<file path="config.mk">
export PLATFORM = sky130hd
export DESIGN_NAME = spi_ram_ctrl
export DESIGN_NICKNAME = d
export VERILOG_FILES = /design/src/rtl/spi_ram_ctrl.sv
export SDC_FILE = /design/constraint.sdc
export NUM_CORES = 2
export LEC_CHECK = 0
export ABC_AREA = 1
export BUFFER_PORTS_ARGS = -buffer_cell sky130_fd_sc_hd__buf_2
export CORE_MARGIN = 1.5
export CORE_UTILIZATION = 30
export CTS_CLUSTER_DIAMETER = 50
export DETAILED_ROUTE_END_ITERATION = 8
export PLACE_DENSITY = 0.5
export SLEW_MARGIN = 20
export SYNTH_ARGS = -nofsm -noshare
export SYNTH_HDL_FRONTEND = slang
export SYNTH_SLANG_ARGS = --single-unit
</file>
<file path="constraint.sdc">
create_clock -name clk -period 2.4 [get_ports clk]
set_input_delay 0.36 -clock clk [delete_from_list [all_inputs] [get_ports clk]]
set_output_delay 0.36 -clock clk [all_outputs]
set_load 0.03 [all_outputs]
</file>
<file path="src/rtl/spi_ram_ctrl.sv">
// Command decoder and single-port RAM behind the SPI slave: 10-bit words in,
// read data out, with independent write/read address FSMs and error tracking.
module spi_ram_ctrl #(
  parameter int MEM_DEPTH = 256,
  parameter int ADDR_SIZE = 8,
  parameter int AUTO_INC  = 1
) (
  input  logic       clk,
  input  logic       rst_n,
  input  logic [9:0] rx_data,
  input  logic       rx_valid,
  output logic [7:0] tx_data,
  output logic       tx_valid,
  output logic       cmd_err,
  output logic [7:0] err_cnt
);

  localparam logic [1:0] CMD_WR_ADDR = 2'b00;
  localparam logic [1:0] CMD_WR_DATA = 2'b01;
  localparam logic [1:0] CMD_RD_ADDR = 2'b10;
  localparam logic [1:0] CMD_RD_DATA = 2'b11;

  localparam logic [0:0] W_NOADDR = 1'b0;
  localparam logic [0:0] W_ADDR   = 1'b1;
  localparam logic [0:0] R_NOADDR = 1'b0;
  localparam logic [0:0] R_ADDR   = 1'b1;

  localparam int                   IDX_W     = (MEM_DEPTH > 1) ? $clog2(MEM_DEPTH) : 1;
  localparam logic [8:0]           DEPTH_9   = 9'(MEM_DEPTH);
  localparam logic [ADDR_SIZE-1:0] LAST_ADDR = ADDR_SIZE'(MEM_DEPTH - 1);

  logic [0:0]           r_wr_state;
  logic [0:0]           r_rd_state;
  logic [ADDR_SIZE-1:0] r_wr_addr;
  logic [ADDR_SIZE-1:0] r_rd_addr;
  logic [7:0]           r_mem [MEM_DEPTH];

  logic [1:0] w_cmd;
  logic [7:0] w_payload;
  logic       w_in_range;
  logic       w_wr_addr_ok;
  logic       w_wr_data_ok;
  logic       w_rd_addr_ok;
  logic       w_rd_data_ok;
  logic       w_reject;

  assign w_cmd      = rx_data[9:8];
  assign w_payload  = rx_data[7:0];
  assign w_in_range = {1'b0, w_payload} < DEPTH_9;

  // Each word belongs to exactly one FSM, so at most one of these is set.
  assign w_wr_addr_ok = rx_valid && (w_cmd == CMD_WR_ADDR) && w_in_range;
  assign w_wr_data_ok = rx_valid && (w_cmd == CMD_WR_DATA) && (r_wr_state == W_ADDR);
  assign w_rd_addr_ok = rx_valid && (w_cmd == CMD_RD_ADDR) && w_in_range;
  assign w_rd_data_ok = rx_valid && (w_cmd == CMD_RD_DATA) && (r_rd_state == R_ADDR);

  assign w_reject = rx_valid && !(w_wr_addr_ok || w_wr_data_ok || w_rd_addr_ok || w_rd_data_ok);

  function automatic logic [ADDR_SIZE-1:0] next_addr(input logic [ADDR_SIZE-1:0] addr);
    if (AUTO_INC == 0)      return addr;
    if (addr == LAST_ADDR)  return '0;
    return addr + ADDR_SIZE'(1);
  endfunction

  // NOTE: RAM has no reset so it maps onto a block RAM; contents survive rst_n.
  always_ff @(posedge clk) begin
    if (w_wr_data_ok) r_mem[r_wr_addr[IDX_W-1:0]] <= w_payload;
  end

  // NOTE: all state updates use <= so every read below sees pre-edge values.
  always_ff @(posedge clk or negedge rst_n) begin
    if (!rst_n) begin
      r_wr_state <= W_NOADDR;
      r_rd_state <= R_NOADDR;
      r_wr_addr  <= '0;
      r_rd_addr  <= '0;
      tx_data    <= '0;
      tx_valid   <= 1'b0;
      cmd_err    <= 1'b0;
      err_cnt    <= '0;
    end else begin
      tx_valid <= 1'b0;
      cmd_err  <= w_reject;
      if (w_reject && (err_cnt != 8'hFF)) err_cnt <= err_cnt + 8'd1;

      if (w_wr_addr_ok) begin
        r_wr_addr  <= ADDR_SIZE'(w_payload);
        r_wr_state <= W_ADDR;
      end
      if (w_wr_data_ok) r_wr_addr <= next_addr(r_wr_addr);

      if (w_rd_addr_ok) begin
        r_rd_addr  <= ADDR_SIZE'(w_payload);
        r_rd_state <= R_ADDR;
      end
      if (w_rd_data_ok) begin
        tx_data   <= r_mem[r_rd_addr[IDX_W-1:0]];
        tx_valid  <= 1'b1;
        r_rd_addr <= next_addr(r_rd_addr);
      end
    end
  end

endmodule

</file>
Word-level counts from Yosys, hierarchy flattened:

Memories as Yosys holds them, arrays and structs flattened. A register that Yosys moved wholly into a read port is not among the register bits.
Cells that the tools add are included.

* divide/modulo/power cells: 0
* magnitude comparators: 0
* multiply operators: 0
* eq/ne operators: 6
* bitwise logic cells: 0
* reductions and logical operators: 16
* shift operators: 0
* add/sub/neg operators: 3
* muxes and demuxes: 15

Operators by type and width (count)
* $mux W8: 8
* $add A8 B1 Y8 const B: 3
* $eq A8 B8 Y1 const B: 2
* $logic_and A1 B1 Y1: 8
* $ne A8 B8 Y1 const B: 1
* $mux W1: 7
* $eq A2 B2 Y1 const B: 2
* $reduce_bool A2 Y1: 2
* $logic_or A1 B1 Y1: 3
* $eq A2 B1 Y1 const B: 1
* $logic_not A1 Y1: 2
* $logic_not A2 Y1: 1

* latch bits: 0
* bits in read-only memories: 0
* RAM bits: 2048
* logic and storage cells: 48
* memories: 1
* input bits: 13
* register bits after elaboration: 28
* output and inout bits: 18

Memories
* r_mem: words 256, width 8, rd ports 1, clocked after memory_dff 1, write ports 1, line 36 `logic [7:0] r_mem [MEM_DEPTH];`

Longest topological paths before layout:

* word-level depth: 9
* mapped depth: 16

Least setup slack after synthesis:

No wires, ideal clock.

* path kind: input to register
* from: in rx_valid
* to: mem r_mem[152][0] (enable)
* library setup time: 0.370 ns
* data arrival time: 1.905 ns
* slack: 0.124 ns
* required time: 2.030 ns
* cell stages on the path: 9
* cells stage by stage: inv_1 > nor2_1 > inv_2 > nor3_2 > clkinv_1 > nor2_1 > nand2_1 > clkbuf_1 > nor2_1

* longest elaborated chain between the ends: 4

Ends and longest elaborated chain
* from (decl): line 11 `input logic rx_valid,`
* $logic_and A1 B1 Y1 (2 in series): line 53 `assign w_wr_data_ok = rx_valid && (w_cmd == CMD_WR_DATA) && (r_wr_state == W_ADDR);`
* $mux W1: line 67 `if (w_wr_data_ok) r_mem[r_wr_addr[IDX_W-1:0]] <= w_payload;`
* $mux W1 (not written as such): line 67
* to (decl): line 36

Every way passes these cells.

==> results.md <==
- Worst EP arrival: 3500 ps
- Worst Clk Skew: 69.8 ps
- Starting Density: 0.302
- CP max-delay cell: dfrtp_4
- Synth top area share: 0.693
- Critical path origin: r_rd_addr[0]$_DFFE_PN0P_
- Vias in the first global route: 60,100
- Grt ovf: 0
- Post-route ant nets: 0
- Post-synth EDFFs: 2,048
- R2R Path Start: r_rd_addr[0]$_DFFE_PN0P_
- Failing checks: negative setup slack
- DR pass1 iterations: 6
- Pwr dens: 923 mW/mm^2
- Rel. slew slack: 0.427
- Total GRT Usage: 0.179
- DIE WIDTH: 547 microns
- Max-Cap Viols: 0
- CP bufs+invs: 4
- Clock buffer depth: 4
- Family with the most delay on the worst path: simple AND/OR/NAND/NOR gates
- IO buf count: 30
- Synth Warn #: 0
- Crit-path cells: buf_12 > buf_12 > nand2_8 > buf_16 > clkbuf_16 > nor2_1 > nor3_1 > nand2_1 > nand3_1 > nand3_2 > nand3_4 > nand3_4 > nand3_4 > nand3_1 > nand2_1
- Slew Limit Fails: 0
- Power Total: 102 mW
- Syn Nets: 8,143
- Initial antenna violation count: 8
- Via/cell ratio: 4.79
- Outcome: finished with violations
- Final Cycle Share: 1.10
- CORE AREA: 0.294 sq mm
- R2R setup slack: -230 ps
- Yosys top cell by area: edfxtp_1
- Largest net degree at the start of global routing: 102
- CTS HTree Levels: 5
- Non-Filler Instances: 12,800
- Worst slew pin tran: 860 ps
- RSZ-0062 raised after global routing: true
- Num CTS Buffers: 280
- Post-layout nets: 8,739
- Yosys reg bits: 2,084
- Via count: 61,500
- Clock transition at the registers of the reported paths: 60 ps
- Fin util: 0.376
- Max Clk Rate: 0.380 GHz
- Minimum clock period: 2630 ps
- Num Clock Sinks: 2,084
- CP most frequent cell: nand3_4
- Layout cells sized above 1: 0.167
- Wire per inst: 21.8 microns
- Leakage power of the design: 42.8 nW
- Routed wire length: 279,000 microns
- Min-Delay Path Class: input port to async pin
- DRT iter0 DRCs: 5,798
- Mapped Area: 0.0888 sq mm
- Die Area: 0.299 sq mm
- Root Driver: clkbuf_16
- Worst Setup Start Kind: flop
- Synth-to-Final Area Change: 24.7%
- CP required: 3270 ps
- Ys async rst share: 0.0173
- Mapped Cells: 8,124
- Die Y: 547 microns
- VDD IR-drop max: 0.000629 V
- Synth cell types: 37
- I/O pins: 31
- DRC violations left: 0
- CP Capture Type: flop
- TritonCTS clock tree: done
- Post-synthesis average cell area: 10.9 sq um
- Final Hold Fails: 0
- CP max stage delay: 520 ps
- Ys flop type: edfxtp_1
- Detailed Place HPWL: 169,000 microns
- CP Class: flop to flop
- First-pass GRT wire length: 401,000 microns
- Final worst setup slack: -230 ps
- Final setup viols: 9
- Row cnt: 199
- Cell Count Post-Placement: 12,300
- Worst-Skew Late Latency: 930 ps
- Largest cells by area after synthesis: edfxtp_1, nand2_1, nand3_1
- Sequential-to-total area share from yosys stat: 0.703
- Maximum fanout along the worst path: 13
- GPL Wtd Cong: 0.882
final timing paths:
| path | to | cells past startpoint |
|---|---|---|
| setup / recovery | tx_data[7]$_DFFE_PN0N_ | 15 |
| hold / removal | err_cnt[0]$_DFFE_PN0P_ | 2 |
| setup reg to reg | tx_data[7]$_DFFE_PN0N_ | 15 |
| hold reg to reg | r_wr_state$_DFFE_PN0P_ | 2 |
| max in group asynchronous | tx_data[3]$_DFFE_PN0N_ | 3 |
| min in group clk | tx_valid$_DFF_PN0_ | 4 |
synthesized netlist by cell type, types with 41 or more instances:
master    instances
a21oi_1         180
buf_6            44
inv_1           724
nor2_1          485
nand2_1        2546
buf_4            44
or2_1           111
buf_1            41
o21ai_0         195
nor3_1          340
buf_2           171
o211ai_1        161
clkbuf_1        187
nand3_1         743
edfxtp_1       2048
flip-flops by register name (all words and copies together), names as in the netlist:
signal	cells
cmd_err	1
r_rd_state	1
err_cnt	8
tx_data	8
tx_valid	1
r_mem	2048
r_wr_addr	8
r_rd_addr	8
r_wr_state	1
cells in the final DEF, fill, tap and decap left out, types with 39 or more instances in the layout:
| cell | Yosys | layout |
|---|---|---|
| nand3_1 | 743 | 550 |
| clkbuf_16 | 0 | 305 |
| a21oi_1 | 180 | 177 |
| o21ai_0 | 195 | 184 |
| nor3_2 | 3 | 61 |
| clkbuf_1 | 187 | 39 |
| inv_1 | 724 | 723 |
| nor2_1 | 485 | 481 |
| nor3_1 | 340 | 280 |
| clkinv_1 | 5 | 43 |
| edfxtp_1 | 2048 | 2048 |
| nand3_2 | 0 | 134 |
| o211ai_1 | 161 | 161 |
| buf_12 | 0 | 137 |
| or2_1 | 111 | 111 |
| nand2_1 | 2546 | 2533 |
| buf_4 | 44 | 547 |
| nand3_4 | 0 | 59 |
report_power, final:
part / switching (mW) / total [mW] / internal, mW
logic: 14.2 / 21.6 / 7.47
registers: 0.371 / 40.5 / 40.2
clock network: 15.5 / 40.0 / 24.4
total: 30.1 / 102 / 72.1
cell type report:
cell class                      count  area (sq um)
Tap cell                         3919          4900
Clock inverter                    142          1490
Timing Repair Buffer              801          8870
Inverter                          732          2820
Clock buffer                      325          7270
Multi-Input combinational cell   4821         22900
Sequential cell                  2084         62400
Antenna cell                        8          20.0
Fill cell                       28500        183000
per-layer routing:
layer | vias up | track usage | share of wire
li1 | 28700 | - | -
met1 | 30400 | 0.244 | 0.44
met2 | 1956 | 0.293 | 0.47
met3 | 399 | 0.0241 | 0.058
met4 | 0 | 0.0623 | 0.032
met5 | - | 0 | 0
what timing repair did:
| action | 4_1_cts | 5_1_grt |
|---|---|---|
| hold endpoints to repair | 269 | 0 |
| gates cloned | 11 | 24 |
| setup endpoints to repair | 15 | 13 |
| buffers inserted | 11 | 28 |
| pin swaps | 16 | 72 |
| hold buffers | 10 | 0 |
| resized for setup | 206 | 238 |
cells by family after synthesis:
logic type | count (synthesis) | share of synthesized area
AOI/OAI and AO/OA | 560 | 0.0366
DFF | 2084 | 0.703
adders and majority gates | 6 | 0.000846
xor gates and xnor gates | 10 | 0.000987
buffers and inverters | 1220 | 0.0597
muxes | 1 | 0.000127
and+or+nand+nor | 4243 | 0.199
per-stage QoR:
| stage | hold WS, ps | worst slack [ps] | setup TNS (ps) | instance area, sq um |
|---|---|---|---|---|
| after floorplan | 64.4 | 124 | 0 | 88800 |
| after global placement | 446 | -871 | -25020 | 98200 |
| after detailed placement | 470 | -837 | -22940 | 98200 |
| after CTS | 5.63 | -213 | -2160 | 109000 |
| after global routing | 65.5 | -277 | -2500 | 111000 |
| final | 55.9 | -230 | -1590 | 111000 |
(Power assumes the default switching activity.)
